[src/rtl/ipu_pkg.sv]
// Shared definitions for the grid input processing unit.
// Holds FSM encoding, grid geometry, key indices and cursor stepping.
package ipu_pkg;

    typedef logic state_t;

    localparam state_t IDLE    = 1'b0;
    localparam state_t PENDING = 1'b1;

    localparam int GRID_CELLS = 9;
    localparam int COORD_W    = 4;
    localparam int KEY_MOVE   = 0;
    localparam int KEY_SELECT = 1;

    // Next cursor cell, wrapping from the last cell back to 0.
    function automatic logic [COORD_W-1:0] next_cell(
        input logic [COORD_W-1:0] c
    );
        if (c == COORD_W'(GRID_CELLS - 1))
            return '0;
        return c + 1'b1;
    endfunction

endpackage

[src/rtl/ipu_grid_input_debounce.sv]
// Single-key conditioner: 2-flop synchronizer, debounce counter, press pulse.
// Ports: clk, rst, key_n (raw, active-low) -> press (1-cycle pulse on 1->0).
module key_debounce #(
    parameter int DEBOUNCE_CYCLES = 500000,
    parameter int CNT_W           = 20
) (
    input  logic clk,
    input  logic rst,
    input  logic key_n,
    output logic press
);

    localparam logic [CNT_W-1:0] CNT_MAX = CNT_W'(DEBOUNCE_CYCLES - 1);

    logic             sync1;
    logic             sync2;
    logic             stable;
    logic [CNT_W-1:0] cnt;

    always_ff @(posedge clk) begin
        if (rst) begin
            sync1  <= 1'b1;
            sync2  <= 1'b1;
            stable <= 1'b1;
            cnt    <= '0;
            press  <= 1'b0;
        end else begin
            sync1 <= key_n;
            sync2 <= sync1;
            press <= 1'b0;
            if (sync2 == stable) begin
                cnt <= '0;
            end else if (cnt == CNT_MAX) begin
                // Accept the new level; pulse only on the released->pressed edge,
                // registered alongside the stable update so the FSM sees it next cycle.
                stable <= sync2;
                cnt    <= '0;
                press  <= ~sync2;
            end else begin
                cnt <= cnt + 1'b1;
            end
        end
    end

endmodule

[src/rtl/ipu_grid_input.sv]
// Push-button to tic-tac-toe cell input unit with held, acknowledged interrupt.
// Ports: clk, rst, key_n[1:0] (move/select), int_ack -> ipu_int, grid_coord, cursor.
module ipu_grid_input
    import ipu_pkg::*;
#(
    parameter int DEBOUNCE_CYCLES = 500000,
    parameter int CNT_W           = 20
) (
    input  logic               clk,
    input  logic               rst,
    input  logic [1:0]         key_n,
    input  logic               int_ack,
    output logic               ipu_int,
    output logic [COORD_W-1:0] grid_coord,
    output logic [COORD_W-1:0] cursor
);

    logic   move_ev;
    logic   sel_ev;
    state_t state;

    key_debounce #(
        .DEBOUNCE_CYCLES(DEBOUNCE_CYCLES),
        .CNT_W          (CNT_W)
    ) u_move (
        .clk  (clk),
        .rst  (rst),
        .key_n(key_n[KEY_MOVE]),
        .press(move_ev)
    );

    key_debounce #(
        .DEBOUNCE_CYCLES(DEBOUNCE_CYCLES),
        .CNT_W          (CNT_W)
    ) u_select (
        .clk  (clk),
        .rst  (rst),
        .key_n(key_n[KEY_SELECT]),
        .press(sel_ev)
    );

    always_ff @(posedge clk) begin
        if (rst) begin
            state      <= IDLE;
            ipu_int    <= 1'b0;
            grid_coord <= '0;
            cursor     <= '0;
        end else if (state == IDLE) begin
            // Select has priority and captures the pre-move cursor.
            if (sel_ev) begin
                grid_coord <= cursor;
                ipu_int    <= 1'b1;
                state      <= PENDING;
            end else if (move_ev) begin
                cursor <= next_cell(cursor);
            end
        end else begin
            // While pending, key events are dropped and outputs stay frozen.
            if (int_ack) begin
                ipu_int <= 1'b0;
                state   <= IDLE;
            end
        end
    end

endmodule
[config.mk]
export PLATFORM = sky130hd
export DESIGN_NAME = ipu_grid_input
export DESIGN_NICKNAME = d
export VERILOG_FILES = /design/src/rtl/ipu_pkg.sv /design/src/rtl/ipu_grid_input_debounce.sv /design/src/rtl/ipu_grid_input.sv
export SDC_FILE = /design/constraint.sdc
export NUM_CORES = 1
export LEC_CHECK = 0
export BUFFER_PORTS_ARGS = -buffer_cell sky130_fd_sc_hd__buf_2
export CAP_MARGIN = 20
export CELL_PAD_IN_SITES_DETAIL_PLACEMENT = 1
export CELL_PAD_IN_SITES_GLOBAL_PLACEMENT = 1
export CORE_MARGIN = 2
export CORE_UTILIZATION = 30
export DETAILED_ROUTE_END_ITERATION = 12
export HOLD_SLACK_MARGIN = 0.03
export PLACE_DENSITY = 0.63
export SETUP_SLACK_MARGIN = 0.15
export SLEW_MARGIN = 20
export SYNTH_ARGS = -nofsm -noshare
export SYNTH_HDL_FRONTEND = slang
export SYNTH_SLANG_ARGS = --single-unit
[constraint.sdc]
create_clock -name clk -period 3.75 [get_ports clk]
set_input_delay 0.1875 -clock clk [delete_from_list [all_inputs] [get_ports clk]]
set_output_delay 0.1875 -clock clk [all_outputs]
set_load 0.05 [all_outputs]
; Word level (Yosys, flattened, before mapping)
; Index checks and enable logic that the tools add are counted.
[classes]
muxes = 13
add_sub_neg = 3
eq_ne = 6
n_reduce_logical = 10
bitwise_logic = 8
[op_table]
columns = cell, n
row1 = adder 20 x 1 -> 20 bit (second input constant), 2
row2 = == test 20 x 19 -> 1 bit (second input constant), 2
row3 = OR reduction 3 bit, 4
row4 = 2-to-1 mux 1 bit, 11
row5 = 2-to-1 mux 4 bit, 2
row6 = NOT 1 bit, 8
row7 = AND reduction 2 bit, 4
row8 = adder 4 x 1 -> 4 bit (second input constant), 1
row9 = == test 4 bit (second input constant), 1
row10 = AND reduction 3 bit, 1
row11 = == test 1 bit, 2
row12 = inequality test 2 bit (second input constant), 1
row13 = nonzero test 2 bit, 1
[totals]
register_bits = 58
out_inout_bits = 9
elab_cells = 54
in_bits = 5

; Depth between registers and ports, before layout
; Gate-level depths: netlist (run 1).
[depth]
ltp_word = 7
ltp_mapped = 7
mapped_depth_nobuf = 5

; By module
; A second synthesis (run 1) with hierarchy kept.
[hier_totals]
cells_unflattened = 282
area_unflattened_um2 = 2506.2
[by_module_without_submodules]
columns = mod, seq_area_each_um2, cells_per_inst, area_per_inst_um2, n_inst
row1 = key_debounce, 480.5, 117, 1038.5, 2
row2 = ipu_grid_input, 200.2, 48, 429.2, 1

; Worst setup path before layout (run 1)
; Ideal clock, no wire load.
[synth_timing]
path_type = register -> register
from = register u_move.cnt[0]
to = register u_move.cnt[18]
setup_slack_ns = 1.949
required_time_ns = 3.680
period_less_slack_ns = 1.801
n_path_buf = 0
stages_incl_launch_ff = 6
arrival_ns = 1.731
setup_ns = 0.070
path_cell_list = dfxtp_1 > ha_1 > nand4_1 > or4_4 > or3_1 > a21oi_1
[synth_between]
elab_chain_cells = 2
elab_cells_between_ends = 3
cone_classes = add/sub: 1 / eq/ne: 1 / reduce/logical: 1
[synth_lines]
columns = item, line_no
row1 = start: declaration, ipu_grid_input_debounce.sv:18  ; logic [CNT_W-1:0] cnt;
row2 = start signal: assignment, ipu_grid_input_debounce.sv:40  ; cnt <= cnt + 1'b1;
row3 = "parallel branches: the longest is 2 deep, another holds adder 20 x 1 -> 20 bit", n/a
; Parallel ways; which one is timed is not known.
; A chain may end at the register's enable or synchronous reset.

; Final worst setup path (run 1)
[layout_timing]
from = register u_select.cnt[0]
to = register u_select.cnt[9]
[layout_between]
elab_chain_cells = 2
elab_cells_between_ends = 3
cone_classes = add/sub: 1 / eq/ne: 1 / reduce/logical: 1
[layout_lines]
columns = item, line_no
row1 = start: declaration, ipu_grid_input_debounce.sv:18
row2 = start signal: assignment, ipu_grid_input_debounce.sv:40
row3 = "parallel branches: the longest is 2 deep, another holds adder 20 x 1 -> 20 bit", n/a
; Parallel ways; which one is timed is not known.

==> results of run 1 <==
-- layer usage --
metal  wire [um]  vias to the layer above  global-route usage
li1            -                     1022                   -
met1        2530                      998               0.155
met2        2560                       19               0.212
met3         185                        6              0.0553
met4          68                        0              0.0604
met5           0                        -                   0
-- state kept, by name, summed over array words and instances (netlist names) --
register         count
u_select.sync2       1
u_move.stable        1
u_move.cnt          20
u_select.sync1       1
u_move.sync2         1
u_move.press         1
state                1
u_select.stable      1
u_select.press       1
grid_coord           4
ipu_int              1
u_move.sync1         1
u_select.cnt        20
cursor               4
-- worst min-delay path, stage by stage --
cell	delay (ns)
buf_2	0.08
nand2_1	0.05
nand2_1	0.06
a21oi_1	0.06
-- where the power goes --
group	switching, mW	internal [mW]	total, mW
Combinational	0.00871	0.00596	0.0147
Sequential	0.00161	0.619	0.620
Clock	0.249	0.360	0.609
Total	0.260	0.984	1.24
-- layout by cell type, fill, tap and decap left out, types with 2 or more instances in the layout --
cell type and count:
nand2b_1 3, a21oi_1 17, or3_1 8, nand4_1 11, mux2i_1 3, dlygate4sd3_1 2
nor4b_1 3, nand3_1 17, dfxtp_1 58, nor3_1 7, and4_1 5, xor2_1 18
o31ai_1 2, ha_1 4, or2_2 4, clkbuf_8 12, or4_1 2, nor2_1 40
xnor2_1 10, clkinv_2 2, o21ai_0 12, or4_4 3, nor4_1 3, and3_1 3
nand2_1 21, buf_2 13, and2_1 2, inv_1 8
-- area by class of cell --
type | instances | share of cell area
clock inverters | 4 | 0.0169
multi-input cells | 208 | 0.439
clock buffers | 12 | 0.0571
repair buffers | 15 | 0.0294
well taps | 105 | 0.0454
inverters | 8 | 0.0104
flip-flops and latches | 58 | 0.402
-- repair_timing --
item / in CTS / in global routing
hold buffers: 2 / 0
buffers inserted: 0 / 0
hold endpoints to repair: 2 / 0
-- how the worst min path moves through the flow --
stage	start	to	slack [ns]
global route	int_ack	state	0.15
CTS	int_ack	ipu_int	0.13
detailed placement	key_n[0]	u_move.sync1	0.38
finish	int_ack	ipu_int	0.16
floorplan	rst	u_select.press	0.27
global placement	key_n[0]	u_move.sync1	0.37
-- per-stage QoR --
stage / utilization / instance area [um^2] / total power [mW]
floorplan: - / 2490 / 0.642
global placement: 0.327 / 2660 / 0.647
detailed placement: 0.327 / 2660 / 0.648
CTS: 0.355 / 2890 / 1.27
global route: 0.355 / 2890 / 1.31
finish: 0.355 / 2890 / 1.24
-- kinds of logic (layout without fill, tap and decap cells) --
| family | count (synthesis) | in the layout | share of synthesized area |
|---|---|---|---|
| and+or+nand+nor | 138 | 138 | 0.300 |
| DFF | 58 | 58 | 0.467 |
| AOI/OAI and AO/OA | 35 | 35 | 0.0795 |
| xor gates and xnor gates | 28 | 28 | 0.0986 |
| buffers and inverters | 14 | 39 | 0.0226 |
| adders and majority gates | 4 | 4 | 0.0201 |
| muxes | 3 | 3 | 0.0121 |
==> results.yml, run 1 <==
status:
  status: "finished clean"
clock_network:
  worstSkewPairLatency_ns: 0.34
  h-tree-depth: 3
  cts_tree: "built"
  cts.sinks: 58
  clk_pin_slew_worst_paths_ns: 0.07
  cts_resized: 0
  clockRootBuffer: "clkbuf_8"
  cts_made_buffers: 9
  clockBufferDepth: 2
min_path:
  worstHoldPathType: "input port to flip-flop"
  hold_depth: 4
floorplanning:
  design.core.area_um2: 8130
  initial_utilization: 0.306
  dieArea_um2: 9040
  rows: 33
  io_pins: 14
  die_w_um: 95.1
  die_h_um: 95.1
final_layout:
  diodes: 0
  fin_cells: 410
  final-seq-area_um2: 1160
  drive_gt1_frac: 0.134
  fill_cells: 967
  multi_input_area_um2: 1270
  areaGrowthSynthToFinish_pct: 16.2
  final_net_count: 309
power:
  p_leak_nw: 0.982
  p_per_area_nw_per_um2: 430
  max-vdd-ir-drop_mv: 0.139
drt:
  wl_per_cell_um: 13.0
  routed_wl_mm: 5.34
  vias: 2045
  ant_nets: 0
  drt_iter0_drc: 55
  drtPass1Iterations: 4
  drc: 0
  via_per_inst: 4.99
logic_synthesis:
  synth_commonest_cells: "dfxtp_1 (58), nor2_1 (40), nand2_1 (21)"
  synth_edf_count: 0
  yosysSeqAreaShare: 0.467
  syn_area_um2: 2490
  synth_cells: 280
  synth_top_area_frac: 0.467
  synth_cell_types: 36
  yosysWarnings: 0
  async_flop_share: 0
  synth.avg_cell_area_um2: 8.88
  synth.area.top_cells: "dfxtp_1 (47%), xor2_1 (6.3%), nor2_1 (6.0%)"
  synth_area_leader_cell: "dfxtp_1"
  yosysMostFrequentCell: "dfxtp_1"
  ys.flop_type: "dfxtp_1"
  synth_fp_nets: 289
  ys_seq_elements: 58
worst_setup_path:
  critPathMaxFanout: 19
  path_depth: 5
  startpoint_type: "flip-flop"
  reg2regPathDepth: 5
  crit_chain: "ha_1 > and4_1 > nand2b_1 > o21ai_2 > nor2_1"
  critPathTopFamily: "compound AO/OA/AOI/OAI gates"
  crit_buf_inv: 0
  arrival_ns: 2.19
  rrSetupSlack_ns: 1.75
  end_kind: "flip-flop"
  cp-startpoint: "u_select.cnt[0]"
  crit_required_ns: 3.94
  crit_slowest_cell: "o21ai_2"
  reg2reg_to: "u_select.cnt[9]"
  slowest_delay_ns: 0.64
  critPathKind: "flip-flop to flip-flop"
  crit_end: "u_select.cnt[9]"
  rr_startpoint: "u_select.cnt[0]"
placement:
  io_buffers: 13
  dp_hpwl_mm: 3.68
  pre_cts_ws_ns: 1.70
  gp_congestion: 0.774
  dp.cells: 392
global_routing:
  grt_pass1_wl_mm: 9.14
  overflow: 0
  grt_util_all_layers: 0.133
  grt_max_degree: 20
  grt_pass1_vias: 1999
  grt_antenna_before_repair: 0
timing:
  finalSetupViolations: 0
  hold_viol: 0
  max_slew.worst_pin.slew_ns: 0.795
  timing.final.max_slew_violations: 0
  post-route-period-util: 0.534
  setup_tns_ns: 0
  fin_skew_ns: 0.0119
  rsz0062_at_grt: "no"
  slew_headroom: 0.470
  fin_crit_ns: 2.00
  hold-worst-slack_ns: 0.155
  max_clock_freq_mhz: 500
  worst_slack_ns: 1.75
run:
  maxCapViolCount: 0
Power figures use the tool's default switching activity.
==> run 2: changes to the inputs <==
Settings changed: PLACE_DENSITY 0.63 to 0.65.
Clock period 3.75 ns to 1.8 ns, I/O delays scaled along.
==> run 2 against run 1 <==
Effect of this change: combinational power rose by 140%; wire length rose by 5.5%; clock power rose by 130%; sequential share of layout area fell by 2.1 points; register-to-register slack lost 1.6 ns; die area unchanged; critical path type unchanged.
==> results.yml, run 2 (synthesis gave the netlist of run 1 again) <==
global_routing:
  grt_pass1_wl_mm: 9.58
  grt_util_all_layers: 0.137
  overflow: 0
  grt_antenna_before_repair: 0
  grt_max_degree: 18
  grt_pass1_vias: 2084
clock_network:
  clockBufferDepth: 2
  clockRootBuffer: "clkbuf_8"
  clk_pin_slew_worst_paths_ns: 0.07
  h-tree-depth: 3
  cts.sinks: 58
  worstSkewPairLatency_ns: 0.34
  cts_tree: "built"
  cts_made_buffers: 9
power:
  pwr-share-comb: 0.013
  internal-power_mw: 2.15
  pwr-share-clk: 0.512
  p_leak_nw: 1.09
  p_sw_uw: 550
  swShare: 0.204
  max-vdd-ir-drop_mv: 0.360
  pwr-share-seq: 0.475
  power_mw: 2.70
  p_per_area_nw_per_um2: 855
floorplanning:
  dieArea_um2: 9040
  rows: 33
  design.core.area_um2: 8130
  io_pins: 14
  die_h_um: 95.1
  initial_utilization: 0.306
  die_w_um: 95.1
worst_setup_path:
  crit_chain: "nand4_1 > or4_4 > or3_1 > a21oi_1"
  crit_required_ns: 2.07
  rr_startpoint: "u_move.cnt[12]"
  crit_slowest_cell: "or4_4"
  end_kind: "flip-flop"
  arrival_ns: 1.90
  startpoint_type: "flip-flop"
  reg2reg_to: "u_move.cnt[19]"
  critPathKind: "flip-flop to flip-flop"
  rrSetupSlack_ns: 0.17
  critPathMaxFanout: 5
  reg2regPathDepth: 4
  slowest_delay_ns: 0.53
final_layout:
  fill_cells: 942
  stdcell_area_um2: 3160
  final-seq-area_um2: 1200
  final_common_cell: "nor2_1"
  top_regs: "u_move.cnt (20), u_select.cnt (20)"
  layout_common_cells: "nor2_1 (40), dfxtp_1 (39), nand2_1 (21)"
  multi_input_area_um2: 1350
  final_net_count: 326
  diodes: 0
  areaGrowthSynthToFinish_pct: 27.0
  drive_gt1_frac: 0.273
  fin_util: 0.388
min_path:
  holdPathEnd: "ipu_int"
  worstHoldPathType: "input port to flip-flop"
  hold_depth: 4
  min-delay-start: "int_ack"
drt:
  via_per_inst: 4.87
  drc: 0
  vias: 2080
  drt_iter0_drc: 81
  drtPass1Iterations: 4
  ant_nets: 0
  wl_per_cell_um: 13.2
  routed_wl_mm: 5.63
timing:
  max_clock_freq_mhz: 613
  finalSetupViolations: 0
  slew_headroom: 0.752
  fin_crit_ns: 1.63
  post-route-period-util: 0.907
  timing.final.max_slew_violations: 0
  worst_slack_ns: 0.168
  setup_tns_ns: 0
  hold_viol: 0
  rsz0062_at_grt: "yes"
  max_slew.worst_pin.slew_ns: 0.369
  fin_skew_ns: 0.0127
placement:
  dp_hpwl_mm: 3.88
  io_buffers: 13
  place_area_um2: 2760
  gp_congestion: 0.742
  pre_cts_ws_ns: 0.0610
run:
  maxCapViolCount: 0
status:
  status: "finished clean"
==> run 2: changes by cell type in the layout (fill, tap and decap cells not counted), moves of 2 or more <==
cell	change
dfxtp_1	-19
ha_1	-2
a21oi_2	+2
ha_4	+2
and4_4	+3
a21oi_1	-2
or3_4	+2
dfxtp_4	+7
and4_1	-3
or3_1	-2
dfxtp_2	+12
buf_4	+16
==> run 2: what timing repair did <==
| item | in CTS | in global routing |
|---|---|---|
| hold buffers | 2 | 0 |
| gates resized for setup | 12 | 30 |
| pin swaps | 2 | 5 |
| endpoints found under the hold margin | 2 | 0 |
| setup buffers | 1 | 4 |
| setup endpoints to repair | 20 | 26 |
==> run 2: cell type report <==
| class | instances | share of cell area |
|---|---|---|
| multi-input cells | 208 | 0.427 |
| flip-flops and latches | 58 | 0.381 |
| repair buffers | 32 | 0.0685 |
| clock buffers | 12 | 0.0491 |
| well taps | 105 | 0.0416 |
| clock inverters | 4 | 0.0234 |
| inverters | 8 | 0.00951 |
==> run 2: worst max path at each step <==
| stage | slack, ns | start | cells past startpoint | to |
|---|---|---|---|---|
| floorplan | 0.17 | u_move.cnt[1] | 5 | u_move.cnt[18] |
| global placement | 0.13 | u_move.cnt[6] | 4 | u_move.cnt[19] |
| detailed placement | 0.06 | u_move.cnt[5] | 6 | u_move.cnt[13] |
| CTS | 0.11 | u_move.cnt[11] | 4 | u_move.cnt[19] |
| global route | 0.13 | u_move.cnt[5] | 6 | u_move.cnt[19] |
| finish | 0.17 | u_move.cnt[12] | 4 | u_move.cnt[19] |
==> run 2: power by group through the flow <==
stage	clock, mW	sequential, mW	combinational, mW
6_report	1.38	1.28	0.0352
5_1_grt	1.49	1.28	0.0399
4_1_cts	1.43	1.29	0.0355
3_5_place_dp	0	1.32	0.0320
3_3_place_gp	0	1.32	0.0309
2_1_floorplan	0	1.32	0.0183
==> run 2: metrics by stage <==
| step | hold slack [ns] | instances |
|---|---|---|
| 2_1_floorplan | 0.169 | 280 |
| 3_3_place_gp | 0.272 | 404 |
| 3_5_place_dp | 0.280 | 404 |
| 4_1_cts | 0.0433 | 423 |
| 5_1_grt | 0.0690 | 427 |
| 6_report | 0.0599 | 427 |
==> run 2: per-layer routing <==
metal / share of wire / track usage / vias to the layer above / wire length, um
li1: - / - / 1062 / -
met1: 0.47 / 0.158 / 991 / 2640
met2: 0.49 / 0.230 / 18 / 2730
met3: 0.032 / 0.0522 / 9 / 179
met4: 0.015 / 0.0495 / 0 / 82
met5: 0 / 0 / - / 0
==> run 2: worst max-delay path, delay by kind of cell (launching register included) <==
kind	cells	cell delay, ns
AND/OR/NAND/NOR	3	1.00
flip-flops	1	0.39
AO/OA/AOI/OAI	1	0.17
==> run 3: changes to the inputs <==
Settings changed: ABC_AREA set to 1, CAP_MARGIN 20 to unset, PLACE_DENSITY 0.65 to 0.67.
==> run 3 against run 2 <==
Effect of this change: non-clock buffer count fell by 14; total power grew 6.2%; sequential cell count unchanged; via count is 19% higher; highest routed layer unchanged; critical path depth increased by 2; global-route usage grew 0.74 points; fmax up 8.7%.
==> results.yml, run 3 <==
status:
  status: "finished clean"
logic_synthesis:
  synth.area.top_cells: "dfxtp_1 (42%), nand2_1 (11%), nor2_1 (11%)"
  synth.avg_cell_area_um2: 7.11
  synth_edf_count: 0
  yosysWarnings: 0
  synth_top_area_frac: 0.417
  ys_seq_elements: 58
  synth_area_leader_cell: "dfxtp_1"
  synth_cells: 392
  synth_fp_nets: 401
  ys.flop_type: "dfxtp_1"
  syn_area_um2: 2790
  synth_commonest_cells: "nand2_1 (84), nor2_1 (84), dfxtp_1 (58)"
  synth_cell_types: 24
  async_flop_share: 0
  yosysSeqAreaShare: 0.417
worst_setup_path:
  end_kind: "flip-flop"
  critPathKind: "flip-flop to flip-flop"
  arrival_ns: 1.74
  rr_startpoint: "u_select.cnt[0]"
  crit_chain: "ha_2 > nand3_2 > nor2_1 > nand3_2 > nand3_4 > nor2_1"
  crit_required_ns: 2.03
  critPathTopFamily: "simple AND/OR/NAND/NOR gates"
  reg2regPathDepth: 6
  critPathMaxFanout: 10
  slowest_delay_ns: 0.37
  crit_buf_inv: 0
  crit_slowest_cell: "dfxtp_1"
  path_depth: 6
  startpoint_type: "flip-flop"
  cp-startpoint: "u_select.cnt[0]"
  reg2reg_to: "u_select.cnt[11]"
  crit_end: "u_select.cnt[11]"
  rrSetupSlack_ns: 0.30
floorplanning:
  io_pins: 14
  rows: 35
  die_w_um: 100
  initial_utilization: 0.306
  design.core.area_um2: 9110
  die_h_um: 100
  dieArea_um2: 10100
drt:
  routed_wl_mm: 6.79
  drtPass1Iterations: 4
  drc: 0
  vias: 2482
  ant_nets: 0
  via_per_inst: 4.64
  wl_per_cell_um: 12.7
  drt_iter0_drc: 67
clock_network:
  cts_made_buffers: 9
  h-tree-depth: 3
  clockBufferDepth: 2
  worstSkewPairLatency_ns: 0.34
  cts_tree: "built"
  cts.sinks: 58
  clockRootBuffer: "clkbuf_8"
  clk_pin_slew_worst_paths_ns: 0.08
placement:
  place_area_um2: 2960
  gp_congestion: 0.757
  dp_hpwl_mm: 4.92
  io_buffers: 13
final_layout:
  final_net_count: 428
  drive_gt1_frac: 0.142
  layout_common_cells: "nand2_1 (84), nor2_1 (84), dfxtp_1 (58)"
  fin_util: 0.361
  top_regs: "u_move.cnt (20), u_select.cnt (20)"
  stdcell_area_um2: 3290
  diodes: 0
  areaGrowthSynthToFinish_pct: 18.1
min_path:
  worstHoldPathType: "flip-flop to flip-flop"
timing:
  fin_crit_ns: 1.50
  timing.final.max_slew_violations: 0
  finalSetupViolations: 0
  rsz0062_at_grt: "no"
  max_clock_freq_mhz: 666
  hold_viol: 0
  slew_headroom: 0.568
  fin_skew_ns: 0.0147
  post-route-period-util: 0.834
  max_slew.worst_pin.slew_ns: 0.646
  setup_tns_ns: 0
power:
  p_sw_uw: 628
  max-vdd-ir-drop_mv: 0.430
  power_mw: 2.87
  pwr-share-comb: 0.016
  p_per_area_nw_per_um2: 871
  pwr-share-clk: 0.534
  p_leak_nw: 1.10
  pwr-share-seq: 0.450
  swShare: 0.219
  internal-power_mw: 2.24
global_routing:
  grt_pass1_vias: 2542
  grt_max_degree: 21
  grt_pass1_wl_mm: 11.6
  overflow: 0
  grt_util_all_layers: 0.144
  grt_antenna_before_repair: 0
run:
  maxCapViolCount: 0
==> run 3: cell types whose count changed after synthesis, sizes merged, moves of 5 or more <==
cell / change
xor2: -5
nand3: +10
inv: +36
nand4: -7
or4: -5
or3: -8
and4: -5
nor2: +53
nand2: +68
==> run 3: area by class of cell <==
| type | count | area [um^2] |
|---|---|---|
| multi-input cells | 288 | 1460 |
| fillers | 1131 | 5820 |
| flip-flops and latches | 58 | 1160 |
| repair buffers | 18 | 113 |
| clock buffers | 9 | 124 |
| clock inverters | 7 | 125 |
| well taps | 111 | 139 |
| inverters | 44 | 169 |
==> run 3: routing by layer <==
metal | global-route usage | up-vias | wire length (um)
met4 | 0.0474 | 0 | 67
li1 | - | 1287 | -
met2 | 0.234 | 26 | 3110
met5 | 0 | - | 0
met3 | 0.0397 | 6 | 193
met1 | 0.185 | 1163 | 3420
==> run 3: timing repair <==
action | CTS | global route
hold endpoints to repair | 5 | 0
buffers inserted | 0 | 0
gates resized for setup | 1 | 4
gates cloned | 0 | 2
endpoints found under the setup margin | 2 | 20
hold buffers | 4 | 0
==> run 3: cells by family after synthesis <==
logic type                 count (synthesis)  share of synthesized area
adders and majority gates                  4                     0.0180
and+or+nand+nor                          232                      0.374
DFF                                       58                      0.417
xor gates and xnor gates                  20                     0.0629
AOI/OAI and AO/OA                         30                     0.0539
buffers and inverters                     48                     0.0745
==> run 3: worst min-delay path by stage <==
| stage | startpoint | to | slack, ns | depth (start not counted) |
|---|---|---|---|---|
| floorplan | rst | u_move.press | 0.17 | 1 |
| global placement | key_n[1] | u_select.sync1 | 0.31 | 2 |
| detailed placement | key_n[0] | u_move.sync1 | 0.31 | 2 |
| CTS | u_select.sync1 | u_select.sync2 | 0.42 | 1 |
| global route | u_select.sync1 | u_select.sync2 | 0.43 | 1 |
| finish | u_select.sync1 | u_select.sync2 | 0.42 | 1 |
==> run 3: power by group through the flow <==
stage                     Sequential [mW]  Clock, mW  Combinational (mW)
after floorplan                      1.32          0              0.0233
after global placement               1.32          0              0.0313
after detailed placement             1.32          0              0.0319
after CTS                            1.29       1.58              0.0399
after global routing                 1.29       1.65              0.0500
final                                1.29       1.53              0.0447
==> run 3: worst reg2reg max path: stages, from the launching register on <==
cell and delay, ns:
dfxtp_1 0.37, ha_2 0.25, nand3_2 0.15, nor2_1 0.16
nand3_2 0.20, nand3_4 0.20, nor2_1 0.08
==> run 3: through the flow <==
| stage | hold WS (ns) | worst slack (ns) | cells |
|---|---|---|---|
| 4_1_cts | 0.425 | 0.246 | 533 |
| 2_1_floorplan | 0.169 | 0.355 | 392 |
| 6_report | 0.425 | 0.298 | 535 |
| 5_1_grt | 0.426 | 0.167 | 535 |
| 3_3_place_gp | 0.313 | 0.236 | 513 |
| 3_5_place_dp | 0.314 | 0.145 | 513 |
